## src/rtl/mem_stage_ctrl.sv

```systemverilog
`default_nettype none
// ============================================================================
// mem_stage_ctrl : M-stage data-memory controller with req/ack handshake,
//                  upstream stall generation and the M->W pipeline register.
// Revision 1.0 - initial release
// ============================================================================
module mem_stage_ctrl #(
  parameter int DATA_W  = 32,
  parameter int TIMEOUT = 16
) (
  input  logic              clk,
  input  logic              reset,
  input  logic              MemWriteM,
  input  logic              MemtoRegM,
  input  logic              RegWriteM,
  input  logic              sracc_selM,
  input  logic [DATA_W-1:0] ALUOutM,
  input  logic [DATA_W-1:0] WriteDataM,
  input  logic [DATA_W-1:0] finalRD3M,
  input  logic [4:0]        WriteRegM,
  output logic              StallM,
  output logic              mem_req,
  output logic              mem_we,
  output logic [DATA_W-1:0] mem_addr,
  output logic [DATA_W-1:0] mem_wdata,
  input  logic [DATA_W-1:0] mem_rdata,
  input  logic              mem_ack,
  output logic              RegWriteW,
  output logic [4:0]        WriteRegW,
  output logic [DATA_W-1:0] ResultW,
  output logic              fault
);

  typedef enum logic [1:0] {
    S_IDLE  = 2'd0,
    S_BUSY  = 2'd1,
    S_FAULT = 2'd2
  } state_t;

  localparam logic [7:0] C_TIMEOUT = 8'(TIMEOUT);

  state_t            state_q, state_d;
  logic [7:0]        cnt_q, cnt_d;
  logic              fault_q;
  logic              regwrite_q;
  logic [4:0]        writereg_q;
  logic [DATA_W-1:0] result_q;
  logic              memop;
  logic              misaligned;
  logic [DATA_W-1:0] result_d;

  assign memop      = MemWriteM | MemtoRegM;
  assign misaligned = memop & (ALUOutM[1:0] != 2'b00);

  assign mem_addr  = {ALUOutM[DATA_W-1:2], 2'b00};
  assign mem_wdata = WriteDataM;
  assign mem_we    = MemWriteM;

  assign result_d = MemtoRegM  ? mem_rdata :
                    sracc_selM ? finalRD3M : ALUOutM;

  // Handshake outputs must react to mem_ack in the same cycle, so they are
  // decoded here; everything that persists lives in the always_ff below.
  always_comb begin
    state_d = state_q;
    cnt_d   = cnt_q;
    mem_req = 1'b0;
    StallM  = 1'b0;
    unique case (state_q)
      S_IDLE: begin
        if (memop) begin
          if (misaligned) begin
            StallM  = 1'b1;
            state_d = S_FAULT;
          end else begin
            mem_req = 1'b1;
            if (!mem_ack) begin
              StallM  = 1'b1;
              cnt_d   = 8'd1;
              state_d = (cnt_d >= C_TIMEOUT) ? S_FAULT : S_BUSY;
            end
          end
        end
      end
      S_BUSY: begin
        mem_req = 1'b1;
        if (mem_ack) begin
          cnt_d   = 8'd0;
          state_d = S_IDLE;
        end else begin
          StallM = 1'b1;
          cnt_d  = cnt_q + 8'd1;
          if (cnt_d >= C_TIMEOUT) state_d = S_FAULT;
        end
      end
      S_FAULT: begin
        StallM = 1'b1;
      end
      default: begin
        state_d = S_IDLE;
      end
    endcase
    if (reset) begin
      mem_req = 1'b0;
      StallM  = 1'b0;
    end
  end

  always_ff @(posedge clk) begin
    if (reset) begin
      state_q    <= S_IDLE;
      cnt_q      <= 8'd0;
      fault_q    <= 1'b0;
      regwrite_q <= 1'b0;
      writereg_q <= 5'd0;
      result_q   <= '0;
    end else begin
      state_q <= state_d;
      cnt_q   <= cnt_d;
      fault_q <= (state_d == S_FAULT);
      if (StallM) begin
        // Bubble into W: destination and value are held, only the enable drops.
        regwrite_q <= 1'b0;
      end else begin
        regwrite_q <= RegWriteM;
        writereg_q <= WriteRegM;
        result_q   <= result_d;
      end
    end
  end

  assign RegWriteW = regwrite_q;
  assign WriteRegW = writereg_q;
  assign ResultW   = result_q;
  assign fault     = fault_q;

endmodule
`default_nettype wire

```

## config.mk

```make
export PLATFORM = sky130hd
export DESIGN_NAME = mem_stage_ctrl
export DESIGN_NICKNAME = d
export VERILOG_FILES = /design/src/rtl/mem_stage_ctrl.sv
export SDC_FILE = /design/constraint.sdc
export NUM_CORES = 1
export LEC_CHECK = 0
export BUFFER_PORTS_ARGS = -buffer_cell sky130_fd_sc_hd__buf_4
export CORE_MARGIN = 8
export CORE_UTILIZATION = 41
export DETAILED_ROUTE_END_ITERATION = 8
export PLACE_DENSITY = 0.9
export REMOVE_ABC_BUFFERS = 1
export SLEW_MARGIN = 20
export SYNTH_ARGS = -nofsm -noshare
export SYNTH_HDL_FRONTEND = slang
export SYNTH_SLANG_ARGS = --single-unit
```

## constraint.sdc

```tcl
create_clock -name clk -period 1.8 [get_ports clk]
set_input_delay 0.18 -clock clk [delete_from_list [all_inputs] [get_ports clk]]
set_output_delay 0.18 -clock clk [all_outputs]
set_load 0.01 [all_outputs]
```

After elaboration in Yosys (flattened, before gate mapping)
Cells that the tools add are included.
W data, S select, Z words.
{"block": "word_totals", "register_bits": 49, "in_bits": 140, "output_inout_bits": 106, "wordCells": 43}
{"block": "op_classes", "n_addsub": 1, "order_cmp": 1, "eq_ne": 6, "mux": 22, "bitwise": 2, "n_reduce_logical": 5}
{"operator": "$mux W32", "count": 2}
{"operator": "$mux W8", "count": 4}
{"operator": "$pmux W8 S2", "count": 1}
{"operator": "$mux W2", "count": 5}
{"operator": "$add A8 B1 Y8 const B", "count": 1}
{"operator": "$ge A8 B5 Y1 const B", "count": 1}
{"operator": "$mux W1", "count": 7}
{"operator": "$ne A2 B2 Y1 const B", "count": 3}
{"operator": "$pmux W2 S3", "count": 1}
{"operator": "$eq A2 B2 Y1 const B", "count": 2}
{"operator": "$reduce_and A4 Y1", "count": 1}
{"operator": "$reduce_bool A2 Y1", "count": 2}
{"operator": "$pmux W1 S3", "count": 1}
{"operator": "$eq A2 B1 Y1 const B", "count": 1}
{"operator": "$logic_not A2 Y1", "count": 1}
{"operator": "$pmux W1 S2", "count": 1}
{"operator": "$reduce_or A2 Y1", "count": 1}
{"operator": "$and A1 B1 Y1", "count": 1}
{"operator": "$or A1 B1 Y1", "count": 1}

Depth between registers and ports, before layout
{"block": "logic_depth", "depth_word": 7, "ltp_mapped": 7, "ltp_nobuf": 5}

Least setup slack after synthesis
OpenSTA, ideal clock, no wires.
{"block": "synth_timing", "path_type": "register to output", "from": "register state_q[1]", "to": "output StallM", "t_arrival_ps": 1266, "setup_slack_ps": 354, "stages_incl_launch_ff": 8, "n_path_buf": 3, "cell_sequence": "dfxtp_1 -> buf_4 -> nor3_1 -> o21ai_1 -> and2_4 -> buf_6 -> buf_6 -> nor2b_1"}
{"block": "synth_via", "elab_chain_cells": 3, "word_cells_on_any_way": 5, "cone_classes": "2 x eq/ne; 2 x mux; 1 x reduce/logical"}
{"item": "start: declaration", "line": "42", "source": "state_t state_q, state_d;"}
{"item": "start signal: assignment", "line": "118", "source": "state_q <= state_d;"}
{"item": "$eq A2 B2 Y1 (tied with other cells)", "line": "69", "source": "unique case (state_q)"}
{"item": "$pmux W1 S3 *", "line": "69"}
{"item": "$mux W1 *", "line": "103", "source": "if (reset) begin"}
{"item": "end: declaration", "line": "21", "source": "output logic StallM,"}
Mark *: on every way between the ends. The rest lies on a longest branch, timed or not.

Worst setup path after layout
Ends and elaborated chain as after synthesis.

==> impl_summary.md <==
Timing
The number of slew-limit violations in the final report is 0. The worst pin sits at a relative slew slack of 57.1%. The worst path uses 93.3% of the clock period. Setup repair after global routing left no endpoint under its margin.

Summed over all failing endpoints, the final setup total negative slack is 0 ps. The number of failing hold endpoints at the final stage is 0. The minimum clock period is 1680 ps. The peak clock frequency supported by timing is 595 MHz. The final-report setup violation count is 0. Across the routed clock network, the largest skew measured is 8.54 ps. The worst hold margin is 159 ps.

At the pin with the least slew margin, the transition time is 643 ps.

Worst setup path
The maximum single-stage delay on the critical path is 370 ps. The timing startpoint of the critical path is state_q[1]. The number of logic stages on the critical path including buffering is 5.

The largest individual stage delay along the critical path comes from the cell dfxtp_2. The most critical setup path has its endpoint at StallM. STA classifies the critical path endpoint as an output port. The number of buffers and inverters on the critical path is 1. For the worst setup path, the data arrival time is 1500 ps. The type of the worst setup path is reg -> out. The worst-case reg-to-reg path depth is 6. The worst endpoint required time is 1620 ps.

The origin of the critical flop-to-flop path is state_q[1]. In this run the worst path has a maximum fanout of 4. Walking the worst path, the cells encountered are nor4_4, a21oi_4, and2_4, nor2b_1, buf_4.

The endpoint of the lowest-slack register-to-register path is ResultW[16]. The type of origin of the critical path is a register. For flop-to-flop paths, the worst setup slack is 150 ps.

The category of cells accounting for the largest share of critical-path delay is simple AND/OR/NAND/NOR gates.

Routing
The number of vias per cell after detailed routing is 5.42. In the final routed layout, each cell accounts on average for 19.7 microns. The DRC violation count after routing is 0. In this run, the number of DRC markers left after iteration 0 of detailed routing was 119. The detailed-routing iteration count for the pre-antenna-repair pass is 4.

The routed layout has 3210 vias. The wire length reported by the detailed router is 11700 microns. The count of nets left with antenna violations once routing finished came out at 0.

Pwr
For this design the ratio of total power to cell area is 658 mW/mm^2. The maximum ir drop on the vdd rail is 0.303 mV. Internal power comes to 2110 uW. The clock network accounts for 31.6% of the total power. For this design the total switching power over the nets is 764 uW. The static leakage is 0.00196 uW. The share of power burned in registers is 41.3%. The part of the total power dissipated in combinational logic is 27.2%.

In this run switching power makes up 26.6% of total power. The design draws 2880 uW.

Placement
Once placement completed, the tool counted placed cells totaling 582. Buffers placed on the I/O ports in this run total 179. The congestion estimate from routability-driven global placement came to 0.791. The wire-length estimate of the detail-placed layout is 9080 microns.

Global route
The wire length of the first global-routing pass is 17500 microns. Global routing used 19.3% of the available tracks across all layers. Entering global routing, the biggest net connects 82 pins. The total overflow left after global routing is 0. The initial antenna violation count is 0. The via count of the first global-routing pass came to 3344.

Final layout
The number of diodes is 0. The fraction of final layout cells with drive strength greater than 1 is 43.5%. The count of cells in the finished layout, fillers not included, comes to 592. In the final design database the tool counted 630 nets.

From synthesis to final layout, the design area changed by 32.5%. Cells fill 56.3% of the core in the end.

Clock tree
Counting the buffers created by CTS gives 5. After clock tree synthesis, the clock-pin slew on the worst setup and hold paths is 90 ps. Clock tree synthesis selected as its root buffer the cell clkbuf_8.

At the later pin of the worst-skew pair, clock insertion delay measures 290 ps. The clock passes through at most 2 buffers. The H-tree depth is 2. For this design, the CTS-stage hold fixing added 0 buffers. For this design, the sink count on the clock tree is 49. The clock tree from TritonCTS is done.

Die
The I/O pin total is 246. The die footprint is 0.0112 sq mm. After floorplanning, the core was divided into 32 placement rows. The area of the core region is 0.00777 sq mm.

The die span in y is 106 microns. Measured along the x axis, the die boundary spans 106 microns. The initial core utilization is 42.5%.

Synthesis
Sequential cells were found to cover 29.7% of the synthesized design area. The synthesized design spends more area on one cell type than any other, namely dfxtp_1. In this run, distinct cell masters in the synthesized netlist total 40.

Among all flip-flop cells after synthesis, the most frequent one is dfxtp_1. The area share of the leading cell type in the synthesized netlist is 29.7%. Ranked by total cell area, the synthesized netlist is headed by dfxtp_1, buf_4, nand4b_1. The share of flip-flops with an asynchronous set or reset is 0%. The cell count after synthesis is 391. Yosys printed 0 warnings. The synthesized design contains 49 register bits.

The synthesized netlist occupies a cell area of 0.00330 sq mm. Averaged over all synthesized cells, the footprint is 8.44 sq um. Among all cell types in the netlist, the one instantiated most often is buf_4. By count the netlist is led by buf_4, dfxtp_1, a21oi_1. The count of flip-flops with a built-in enable after synthesis is 0.

Flow run
Across the run, the number of max-cap violations was 0.

Min path
The path class of the tightest hold or removal check is in -> reg.

Status
The flow ran to the end, and the final reports show no timing, DRC or antenna violations.
## power by group through the flow
stage          registers (uW)  logic, uW  clock network (uW)
5_1_grt                  1190        846                 977
6_report                 1190        781                 908
2_1_floorplan            1240        232                   0
3_3_place_gp             1210        752                   0
3_5_place_dp             1210        773                   0
4_1_cts                  1190        786                 933
## kinds of logic (layout without fill, tap and decap cells)
| logic type | Yosys count | after routing | synth area share [%] |
|---|---|---|---|
| AOI/OAI and AO/OA | 97 | 97 | 19.1 |
| adders and majority gates | 1 | 1 | 0.379 |
| buffers and inverters | 103 | 200 | 20.4 |
| DFF | 49 | 49 | 29.7 |
| muxes | 33 | 33 | 10.0 |
| other | 1 | 2 | 0.114 |
| and+or+nand+nor | 107 | 108 | 20.3 |
## worst min-delay path by stage
stage | from | end | slack, ps | cells past startpoint
after floorplan | reset | RegWriteW | 260 | 1
after global placement | WriteDataM[27] | mem_wdata[27] | 360 | 0
after detailed placement | WriteDataM[27] | mem_wdata[27] | 360 | 0
after CTS | WriteRegM[2] | WriteRegW[2] | 150 | 3
after global routing | RegWriteM | RegWriteW | 160 | 2
final | WriteRegM[2] | WriteRegW[2] | 160 | 3
## area by class of cell
class	instances	area [sq um]
Inverter	3	11.3
Timing Repair Buffer	189	1430
Multi-Input combinational cell	241	1690
Fill cell	697	3390
Sequential cell	49	982
Clock inverter	3	65.1
Clock buffer	5	68.8
Tap cell	102	128
## worst register-to-register path, stage by stage (launching register included)
cell	delay, ps
dfxtp_2	370
nor4_4	330
a21oi_4	70
and2_4	150
buf_4	180
buf_4	200
o31ai_1	250
## state kept, by name, indices dropped and copies added (netlist names)
name       cells
cnt_q          8
ResultW       32
state_q        2
WriteRegW      5
fault          1
RegWriteW      1
## per-stage QoR
| stage | setup WS, ps | area (sq um) |
|---|---|---|
| CTS | 99.8 | 4370 |
| floorplan | -1100 | 2640 |
| finish | 120 | 4370 |
| detailed placement | 128 | 4210 |
| global placement | 248 | 4210 |
| global route | 28.3 | 4370 |
## repair_timing
action / CTS / global route
pin swaps: 1 / 0
buffers inserted: 1 / 0
resized for setup: 2 / 1
cloned: 1 / 0
setup endpoints to repair: 1 / 1
## cells in the final DEF (no fill, tap or decap), drive strengths merged, types with 2 or more instances in the layout
master	count
nand2b	6
or3	5
inv	3
clkbuf	5
nor2	34
bufinv	2
buf	189
nand4b	37
and2	3
mux2i	32
nor3b	2
nor2b	2
a21oi	41
nor3	5
conb	2
o31ai	35
dfxtp	49
or2	2
nand2	5
nand3	4
o21ai	13
## routing by layer
layer	GRT usage, %	vias up	part of all wire [%]
li1	-	1551	-
met1	20.6	1481	39
met2	32.6	164	48
met3	10.3	12	12
met4	4.12	2	1.0
met5	4.91	-	0.43
(Power assumes the default switching activity.)
